### src/rtl/rgb_led_bargraph_pkg.sv
// Shared constants for the RGB LED bargraph frame controller: geometry, level range
// and the frame FSM encoding.
package rgb_led_bargraph_pkg;

  localparam int ROWS      = 16;
  localparam int COLS      = 16;
  localparam int PIXELS    = ROWS * COLS;
  localparam int LEVEL_MAX = 256;

  localparam logic [1:0] ST_FILL     = 2'd0;
  localparam logic [1:0] ST_SWAP     = 2'd1;
  localparam logic [1:0] ST_WAIT_ACK = 2'd2;

  // Requests above full brightness saturate rather than wrap.
  function automatic logic [8:0] clamp_level(input logic [8:0] target);
    return (target > 9'(LEVEL_MAX)) ? 9'(LEVEL_MAX) : target;
  endfunction

endpackage

### src/rtl/rgb_led_bargraph_level_fader.sv
// Global dimming fader: moves level one step toward the clamped target every
// FADE_DIV clock cycles.
module rgb_led_bargraph_level_fader
  import rgb_led_bargraph_pkg::*;
#(
  parameter int FADE_DIV = 1024
) (
  input  logic       clk,
  input  logic       rst,
  input  logic [8:0] level_target,
  output logic [8:0] level
);

  localparam logic [15:0] DIV_RELOAD = 16'(FADE_DIV - 1);

  logic [15:0] div_q, div_d;
  logic [8:0]  level_q, level_d;
  logic [8:0]  target_c;

  always_comb begin
    target_c = clamp_level(level_target);
    div_d    = div_q - 16'd1;
    level_d  = level_q;
    if (div_q == 16'd0) begin
      div_d = DIV_RELOAD;
      if (level_q < target_c) begin
        level_d = level_q + 9'd1;
      end else if (level_q > target_c) begin
        level_d = level_q - 9'd1;
      end
    end
  end

  always_ff @(posedge clk) begin
    if (rst) begin
      div_q   <= DIV_RELOAD;
      level_q <= 9'd0;
    end else begin
      div_q   <= div_d;
      level_q <= level_d;
    end
  end

  assign level = level_q;

endmodule

### src/rtl/rgb_led_bargraph_frame_ctrl.sv
// Double-buffered frame writer: streams 256 pixels into the back buffer, swaps on a
// well-formed frame end and waits for the driver to show it; dimming via the fader.
module rgb_led_bargraph_frame_ctrl
  import rgb_led_bargraph_pkg::*;
#(
  parameter int FADE_DIV = 1024
) (
  input  logic       clk,
  input  logic       rst,
  input  logic       s_valid,
  output logic       s_ready,
  input  logic [7:0] s_data,
  input  logic       s_last,
  output logic       drv_wr,
  output logic [8:0] drv_wr_addr,
  output logic [7:0] drv_wr_data,
  output logic       drv_buffer_select,
  input  logic       drv_buffer_current,
  input  logic [8:0] level_target,
  output logic [8:0] level,
  output logic       frame_done,
  output logic       frame_err,
  output logic [1:0] dbg_state
);

  localparam logic [7:0] LAST_PIX = 8'(PIXELS - 1);

  // Handshake: a pixel transfers on a clk edge where s_valid && s_ready; s_ready is
  // high only in FILL and does not depend on s_valid.
  logic [1:0] state_q, state_d;
  logic [7:0] pix_cnt_q, pix_cnt_d;
  logic       sel_q, sel_d;
  logic       wr_q, wr_d;
  logic [8:0] addr_q, addr_d;
  logic [7:0] data_q, data_d;
  logic       done_q, done_d;
  logic       err_q, err_d;

  always_comb begin
    state_d   = state_q;
    pix_cnt_d = pix_cnt_q;
    sel_d     = sel_q;
    wr_d      = 1'b0;
    addr_d    = addr_q;
    data_d    = data_q;
    done_d    = 1'b0;
    err_d     = 1'b0;
    case (state_q)
      ST_FILL: begin
        if (s_valid) begin
          wr_d      = 1'b1;
          addr_d    = {~sel_q, pix_cnt_q};
          data_d    = s_data;
          pix_cnt_d = pix_cnt_q + 8'd1;
          if ((pix_cnt_q == LAST_PIX) && s_last) begin
            state_d = ST_SWAP;
          end else if (s_last || (pix_cnt_q == LAST_PIX)) begin
            // Misplaced or missing end marker: the pixel is still written, frame dropped.
            err_d     = 1'b1;
            pix_cnt_d = 8'd0;
          end
        end
      end
      ST_SWAP: begin
        sel_d   = ~sel_q;
        state_d = ST_WAIT_ACK;
      end
      ST_WAIT_ACK: begin
        if (drv_buffer_current == sel_q) begin
          done_d    = 1'b1;
          pix_cnt_d = 8'd0;
          state_d   = ST_FILL;
        end
      end
      default: state_d = ST_FILL;
    endcase
  end

  always_ff @(posedge clk) begin
    if (rst) begin
      state_q   <= ST_FILL;
      pix_cnt_q <= 8'd0;
      sel_q     <= 1'b0;
      wr_q      <= 1'b0;
      addr_q    <= 9'd0;
      data_q    <= 8'd0;
      done_q    <= 1'b0;
      err_q     <= 1'b0;
    end else begin
      state_q   <= state_d;
      pix_cnt_q <= pix_cnt_d;
      sel_q     <= sel_d;
      wr_q      <= wr_d;
      addr_q    <= addr_d;
      data_q    <= data_d;
      done_q    <= done_d;
      err_q     <= err_d;
    end
  end

  assign s_ready           = (state_q == ST_FILL);
  assign drv_wr            = wr_q;
  assign drv_wr_addr       = addr_q;
  assign drv_wr_data       = data_q;
  assign drv_buffer_select = sel_q;
  assign frame_done        = done_q;
  assign frame_err         = err_q;
  assign dbg_state         = state_q;

  rgb_led_bargraph_level_fader #(
    .FADE_DIV(FADE_DIV)
  ) u_fader (
    .clk         (clk),
    .rst         (rst),
    .level_target(level_target),
    .level       (level)
  );

endmodule
### config.mk
export PLATFORM = sky130hd
export DESIGN_NAME = rgb_led_bargraph_frame_ctrl
export DESIGN_NICKNAME = d
export VERILOG_FILES = /design/src/rtl/rgb_led_bargraph_pkg.sv /design/src/rtl/rgb_led_bargraph_level_fader.sv /design/src/rtl/rgb_led_bargraph_frame_ctrl.sv
export SDC_FILE = /design/constraint.sdc
export NUM_CORES = 1
export LEC_CHECK = 0
export BUFFER_PORTS_ARGS = -buffer_cell sky130_fd_sc_hd__buf_2
export CORE_ASPECT_RATIO = 0.7
export CORE_MARGIN = 3
export CORE_UTILIZATION = 30
export DETAILED_ROUTE_END_ITERATION = 10
export GPL_TIMING_DRIVEN = 0
export MAX_ROUTING_LAYER = met4
export PLACE_DENSITY = 0.59
export SLEW_MARGIN = 20
export SYNTH_ARGS = -nofsm -noshare
export SYNTH_HDL_FRONTEND = slang
export SYNTH_SLANG_ARGS = --single-unit
### constraint.sdc
create_clock -name clk -period 3.8 [get_ports clk]
set_input_delay 0.57 -clock clk [delete_from_list [all_inputs] [get_ports clk]]
set_output_delay 0.57 -clock clk [all_outputs]
set_load 0.05 [all_outputs]
==> results.py, run 1 <==
metrics = {
    "outcome": {
        "outcome": "complete, no violations",
    },
    "cts": {
        "cts_made_buffers": 5,
        "clk_path_buf_depth": 2,
        "clkSinkCount": 56,
        "cts_tree": "yes",
        "clk_latency_ns": 0.29,
        "clkTransAtPathRegs_ns": 0.06,
        "cts_max_level": 2,
        "cts_hold_buf": 0,
        "clock-root-buffer": "clkbuf_16",
    },
    "timing": {
        "slew-limit-headroom_pct": 59.5,
        "setup_slack_ns": 0.203,
        "whs_ns": 0.401,
        "fmax_mhz": 278,
        "fin_skew_ns": 0.00907,
        "finalCritPeriodShare_pct": 94.7,
        "setup_viol": 0,
        "finalHoldViolCount": 0,
        "slew_viol_final": 0,
        "setup_tns_ns": 0,
        "worst_pin_slew_ns": 0.604,
        "min_period_ns": 3.60,
    },
    "setup_path": {
        "cp.arrival_ns": 3.77,
        "critical_path.top_delay_family": "compound AO/OA/AOI/OAI gates",
        "worstSetupStartpointType": "input pin",
        "path_buf_inv": 3,
        "cp.required_ns": 3.97,
        "slowest_delay_ns": 0.51,
        "path_cells": "buf_2 > clkinvlp_4 > nand2_1 > ha_1 > a21oi_1 > o21ai_1 > a211oi_2 > inv_2 > ha_1 > nor2b_1 > o2111ai_2 > a31oi_1 > or4b_1 > o21ai_1 > mux2_1",
        "end_kind": "flop",
        "reg2regPathDepth": 12,
        "critical_path_depth": 15,
        "critPathKind": "in -> reg",
        "critPathMaxFanout": 8,
        "crit_path_top_delay_cell": "or4b_1",
    },
    "power": {
        "p_total_mw": 1.17,
        "p_leak_nw": 1.49,
        "max-vdd-ir-drop_mv": 0.194,
        "pwr_density_cell_nw_per_um2": 352,
    },
    "route": {
        "vias_per_cell": 4.61,
        "wl_um": 6080,
        "drc_errors": 0,
        "first_iter_violations": 112,
        "ant_nets": 0,
        "num_vias": 2323,
        "wl_per_cell_um": 12.1,
        "first_pass_iters": 4,
    },
    "hold_path": {
        "min_path_type": "reg -> reg",
        "min_path_cells": 1,
    },
    "die": {
        "die_w_um": 120,
        "io_pins": 55,
        "die_y_um": 85.7,
        "core-area_um2": 8650,
        "dieArea_um2": 10300,
        "initial_core_util_pct": 31.5,
        "rows": 28,
    },
    "placed_design": {
        "dp_hpwl_um": 4680,
        "placed_cells": 494,
        "portBuffers": 54,
        "dpl_worst_slack_ns": -0.633,
        "place.gp.congestion": 0.808,
        "post_dp_cell_area_um2": 3150,
    },
    "logic_synthesis": {
        "synth_area_leaders": "dfxtp_1 41%, ha_1 8.3%, nand2_1 8.1%",
        "syn_inst": 320,
        "yosys_warnings": 0,
        "synth_cell_types": 44,
        "synth_top_area_share_pct": 41.1,
        "syn_nets": 361,
        "synth.avg_cell_area_um2": 8.52,
        "yosys_register_bits": 56,
        "synth-seq-area-share_pct": 41.1,
        "yosys.area.top_type": "dfxtp_1",
        "synth_area_um2": 2730,
    },
    "global_routing": {
        "grt_pass1_wl_um": 10100,
        "grt_max_degree": 17,
        "overflow": 0,
        "grt_use_total_pct": 12.1,
        "grt_pass1_vias": 2176,
        "antenna_found_initial": 0,
    },
    "cells_and_area": {
        "stdcell_area_um2": 3330,
        "antenna_cells": 0,
        "layout_common_cells": "59 x nand2_1, 56 x dfxtp_1, 55 x buf_2",
        "fillers": 914,
        "regArea_um2": 1120,
        "layout.cells.most_common": "nand2_1",
        "nets": 424,
        "drive_above_1_share_pct": 19.5,
        "multi_input_area_um2": 1550,
        "finalNonFillerCells": 504,
        "fin_util_pct": 38.5,
        "area.growth.synth_to_final_pct": 22.3,
    },
    "flow_run": {
        "maxCapViolations": 0,
    },
}
==> kinds of logic after synthesis <==
group | synth area share, %
XOR/XNOR | 8.68
AND/OR/NAND/NOR | 25.3
AO/OA/AOI/OAI | 9.96
flip-flops | 41.1
buffers and inverters | 2.53
adder cells (fa/ha/maj) | 9.00
multiplexers | 3.44
==> area by class of cell <==
| class | instances | area share (%) |
|---|---|---|
| Multi-Input combinational cell | 246 | 46.6 |
| Timing Repair Buffer | 56 | 8.56 |
| Clock inverter | 1 | 0.225 |
| Sequential cell | 56 | 33.6 |
| Buffer | 9 | 1.05 |
| Tap cell | 120 | 4.50 |
| Clock buffer | 7 | 4.28 |
| Inverter | 9 | 1.13 |
==> path summary, 6_finish.rpt <==
kind,slack (ns),endpoint,start
worst min register to register,0.40,u_fader.div_q[0],u_fader.div_q[0]
worst max-delay path,0.20,u_fader.level[8],level_target[8]
worst max register to register,0.42,u_fader.level[8],u_fader.level[2]
worst min-delay path,0.40,u_fader.div_q[0],u_fader.div_q[0]
==> synthesized netlist by cell type <==
master     instances
nor4_1             3
o21ai_0            6
o21bai_1           2
nand2_1           59
a31oi_1            1
ha_1              18
a21oi_1           26
a211oi_1           3
nand2b_1           2
buf_2              1
or2_2              1
nand4_2            1
a21o_1             1
mux2_2             1
and4_1             1
inv_1              8
nand4_1            7
nor2b_1            6
o21a_1             1
o31ai_1            2
xnor2_1           15
xor2_1            12
o21ai_1            1
a32oi_1            1
nand3b_1           1
mux2i_1            6
and2_1             2
or4_1              2
nor3_1             9
nor2_1            34
dfxtp_1           56
o2111ai_1          1
buf_1              1
or4_4              1
clkbuf_1           7
and3_1             4
or3_1              5
nand3_1            4
clkinv_1           1
fa_1               1
o211ai_1           2
mux2_1             2
or4b_1             1
nor4_4             1
==> metal layers <==
| metal | vias up | routed length [um] | GRT usage [%] |
|---|---|---|---|
| met2 | 30 | 2770 | 19.0 |
| li1 | 1224 | - | - |
| met1 | 1063 | 3060 | 16.2 |
| met3 | 6 | 213 | 3.10 |
| met4 | 0 | 34 | 1.98 |
| met5 | - | 0 | - |
==> flip-flops by register name (all words and copies together) (netlist names) <==
signal / count
dbg_state: 2
drv_buffer_select: 1
drv_wr: 1
drv_wr_addr: 9
drv_wr_data: 8
frame_done: 1
frame_err: 1
pix_cnt_q: 8
u_fader.div_q: 16
u_fader.level: 9
==> power by group <==
group | internal [mW] | switching [mW] | total [mW] | leakage [nW]
Sequential | 0.597 | 0.00592 | 0.603 | 0.454
Clock | 0.263 | 0.203 | 0.466 | 0.0701
Combinational | 0.0335 | 0.0718 | 0.105 | 0.963
==> timing repair <==
action | 4_1_cts | 5_1_grt
pin swaps | 1 | 1
buffers inserted | 1 | 1
setup endpoints to repair | 1 | 1
resized for setup | 1 | 6
Power figures use the tool's default switching activity.
==> inputs of run 2 (changes only) <==
==> constraint.sdc (replaced) <==
create_clock -name clk -period 3.8 [get_ports clk]
set_input_delay 0.38 -clock clk [delete_from_list [all_inputs] [get_ports clk]]
set_output_delay 0.38 -clock clk [all_outputs]
set_load 0.05 [all_outputs]
==> results.py, run 2 (synthesis gave the netlist of run 1 again) <==
metrics = {
    "outcome": {
        "outcome": "complete, no violations",
    },
    "setup_path": {
        "critPathMostFrequentCell": "ha_1",
        "crit_path_top_delay_cell": "or4b_1",
        "timing.rr.end": "u_fader.level[8]",
        "critPathMaxFanout": 8,
        "r2r-start": "u_fader.level[2]",
        "rrSetupSlack_ns": 0.29,
        "critPathKind": "in -> reg",
        "cp.required_ns": 3.97,
        "end_kind": "flop",
        "cp.arrival_ns": 3.71,
        "path_cells": "buf_2 > clkinvlp_4 > nand2_1 > ha_1 > a21oi_1 > o21ai_0 > a211oi_2 > inv_2 > ha_1 > nor2b_1 > o2111ai_1 > a31oi_1 > or4b_1 > o21ai_1 > mux2_1",
        "reg2regPathDepth": 12,
        "slowest_delay_ns": 0.51,
        "worstSetupStartpointType": "input pin",
    },
    "cells_and_area": {
        "nets": 423,
        "largest_reg_flops": 16,
        "antenna_cells": 0,
        "area.growth.synth_to_final_pct": 21.7,
        "fillers": 919,
        "drive_above_1_share_pct": 18.8,
        "regMostFlops": "u_fader.div_q",
        "layout_common_cells": "59 x nand2_1, 56 x dfxtp_1, 55 x buf_2",
        "layout.cells.most_common": "nand2_1",
    },
    "die": {
        "initial_core_util_pct": 31.5,
        "die_w_um": 120,
        "die_y_um": 85.7,
        "dieArea_um2": 10300,
        "rows": 28,
        "core-area_um2": 8650,
        "io_pins": 55,
    },
    "timing": {
        "setup_tns_ns": 0,
        "finalHoldViolCount": 0,
        "rsz0062_at_grt": "no",
        "whs_ns": 0.320,
        "fmax_mhz": 282,
        "fin_skew_ns": 0.00977,
        "min_period_ns": 3.54,
        "setup_viol": 0,
        "finalCritPeriodShare_pct": 93.2,
        "slew_viol_final": 0,
        "slew-limit-headroom_pct": 58.3,
        "worst_pin_slew_ns": 0.623,
    },
    "global_routing": {
        "overflow": 0,
        "grt_max_degree": 17,
        "grt_pass1_vias": 2164,
        "grt_pass1_wl_um": 10000,
        "grt_use_total_pct": 12.1,
        "antenna_found_initial": 0,
    },
    "placed_design": {
        "dp_hpwl_um": 4680,
        "place.gp.congestion": 0.808,
        "portBuffers": 54,
    },
    "hold_path": {
        "min_path_type": "in -> reg",
        "hold_end": "drv_wr_data[4]",
        "min_path_cells": 3,
        "hp-start": "s_data[4]",
    },
    "route": {
        "first_iter_violations": 119,
        "ant_nets": 0,
        "vias_per_cell": 4.62,
        "wl_per_cell_um": 12.1,
        "wl_um": 6070,
        "num_vias": 2323,
        "drc_errors": 0,
        "first_pass_iters": 4,
    },
    "cts": {
        "clkSinkCount": 56,
        "cts_hold_buf": 0,
        "clock-root-buffer": "clkbuf_16",
        "clk_path_buf_depth": 2,
        "cts_tree": "yes",
        "clk_latency_ns": 0.29,
        "clkTransAtPathRegs_ns": 0.07,
        "cts_max_level": 2,
        "cts_made_buffers": 5,
    },
    "power": {
        "max-vdd-ir-drop_mv": 0.195,
        "pwr_density_cell_nw_per_um2": 354,
        "p_leak_nw": 1.49,
    },
    "flow_run": {
        "maxCapViolations": 0,
    },
}
run 2: cell count changes in the layout (fill, tap and decap cells not counted):
| cell | delta |
|---|---|
| o21ai_0 | +1 |
| o21ai_1 | -1 |
| buf_4 | -1 |
| ha_2 | -1 |
| o2111ai_2 | -1 |
| o2111ai_1 | +1 |
| ha_1 | +1 |
run 2: critical path, delay by kind of cell:
kind,cells,cell delay [ns]
adder cells (fa/ha/maj),2,0.60
multiplexers,1,0.33
buffers and inverters,3,0.41
AO/OA/AOI/OAI,6,1.19
AND/OR/NAND/NOR,3,0.79
run 2: what timing repair did:
item	4_1_cts	5_1_grt
pin swaps	0	1
gates resized for setup	1	3
endpoints found under the setup margin	1	1
buffers inserted	0	1
run 2: power by group:
group          switching, mW  total, mW  internal (mW)
Combinational         0.0715      0.104         0.0329
Clock                  0.204      0.467          0.263
Sequential           0.00595      0.603          0.597
Total                  0.282       1.17          0.893
run 2: per-layer routing:
metal  vias to the layer above  part of all wire, %  wire [um]  GRT usage, %
li1                       1221                    -          -             -
met1                      1070                   52       3130          16.2
met2                        27                   45       2710          18.8
met3                         5                  3.3        198          3.10
met4                         0                 0.41         25          1.98
met5                         -                    0          0             -
run 2: through the flow:
stage | instance area (um2) | worst slack, ns | utilization (%) | std cells | total power, mW
after global placement | 3150 | -0.414 | 36.4 | 494 | 0.718
final | 3320 | 0.260 | 38.3 | 503 | 1.17
after detailed placement | 3150 | -0.443 | 36.4 | 494 | 0.720
after global routing | 3320 | 0.0665 | 38.3 | 503 | 1.23
after CTS | 3300 | 0.0435 | 38.1 | 502 | 1.19
after floorplan | 2730 | 0.0958 | - | 320 | 0.687
run 2: worst max path at each step:
stage                          start               end  cells past startpoint
floorplan           u_fader.level[4]  u_fader.level[8]                     12
global placement     level_target[8]  u_fader.level[8]                     15
detailed placement   level_target[8]  u_fader.level[8]                     15
CTS                  level_target[8]  u_fader.level[8]                     15
global route         level_target[8]  u_fader.level[8]                     15
finish               level_target[8]  u_fader.level[8]                     15
run 2: area by class of cell:
cell class | instances | area (um2) | share of cell area, %
plain buffers | 9 | 35.0 | 1.06
clock buffers | 7 | 143 | 4.30
clock inverters | 1 | 7.51 | 0.226
inverters | 9 | 37.5 | 1.13
multi-input cells | 246 | 1550 | 46.6
flip-flops and latches | 56 | 1120 | 33.8
well taps | 120 | 150 | 4.53
repair buffers | 55 | 278 | 8.37
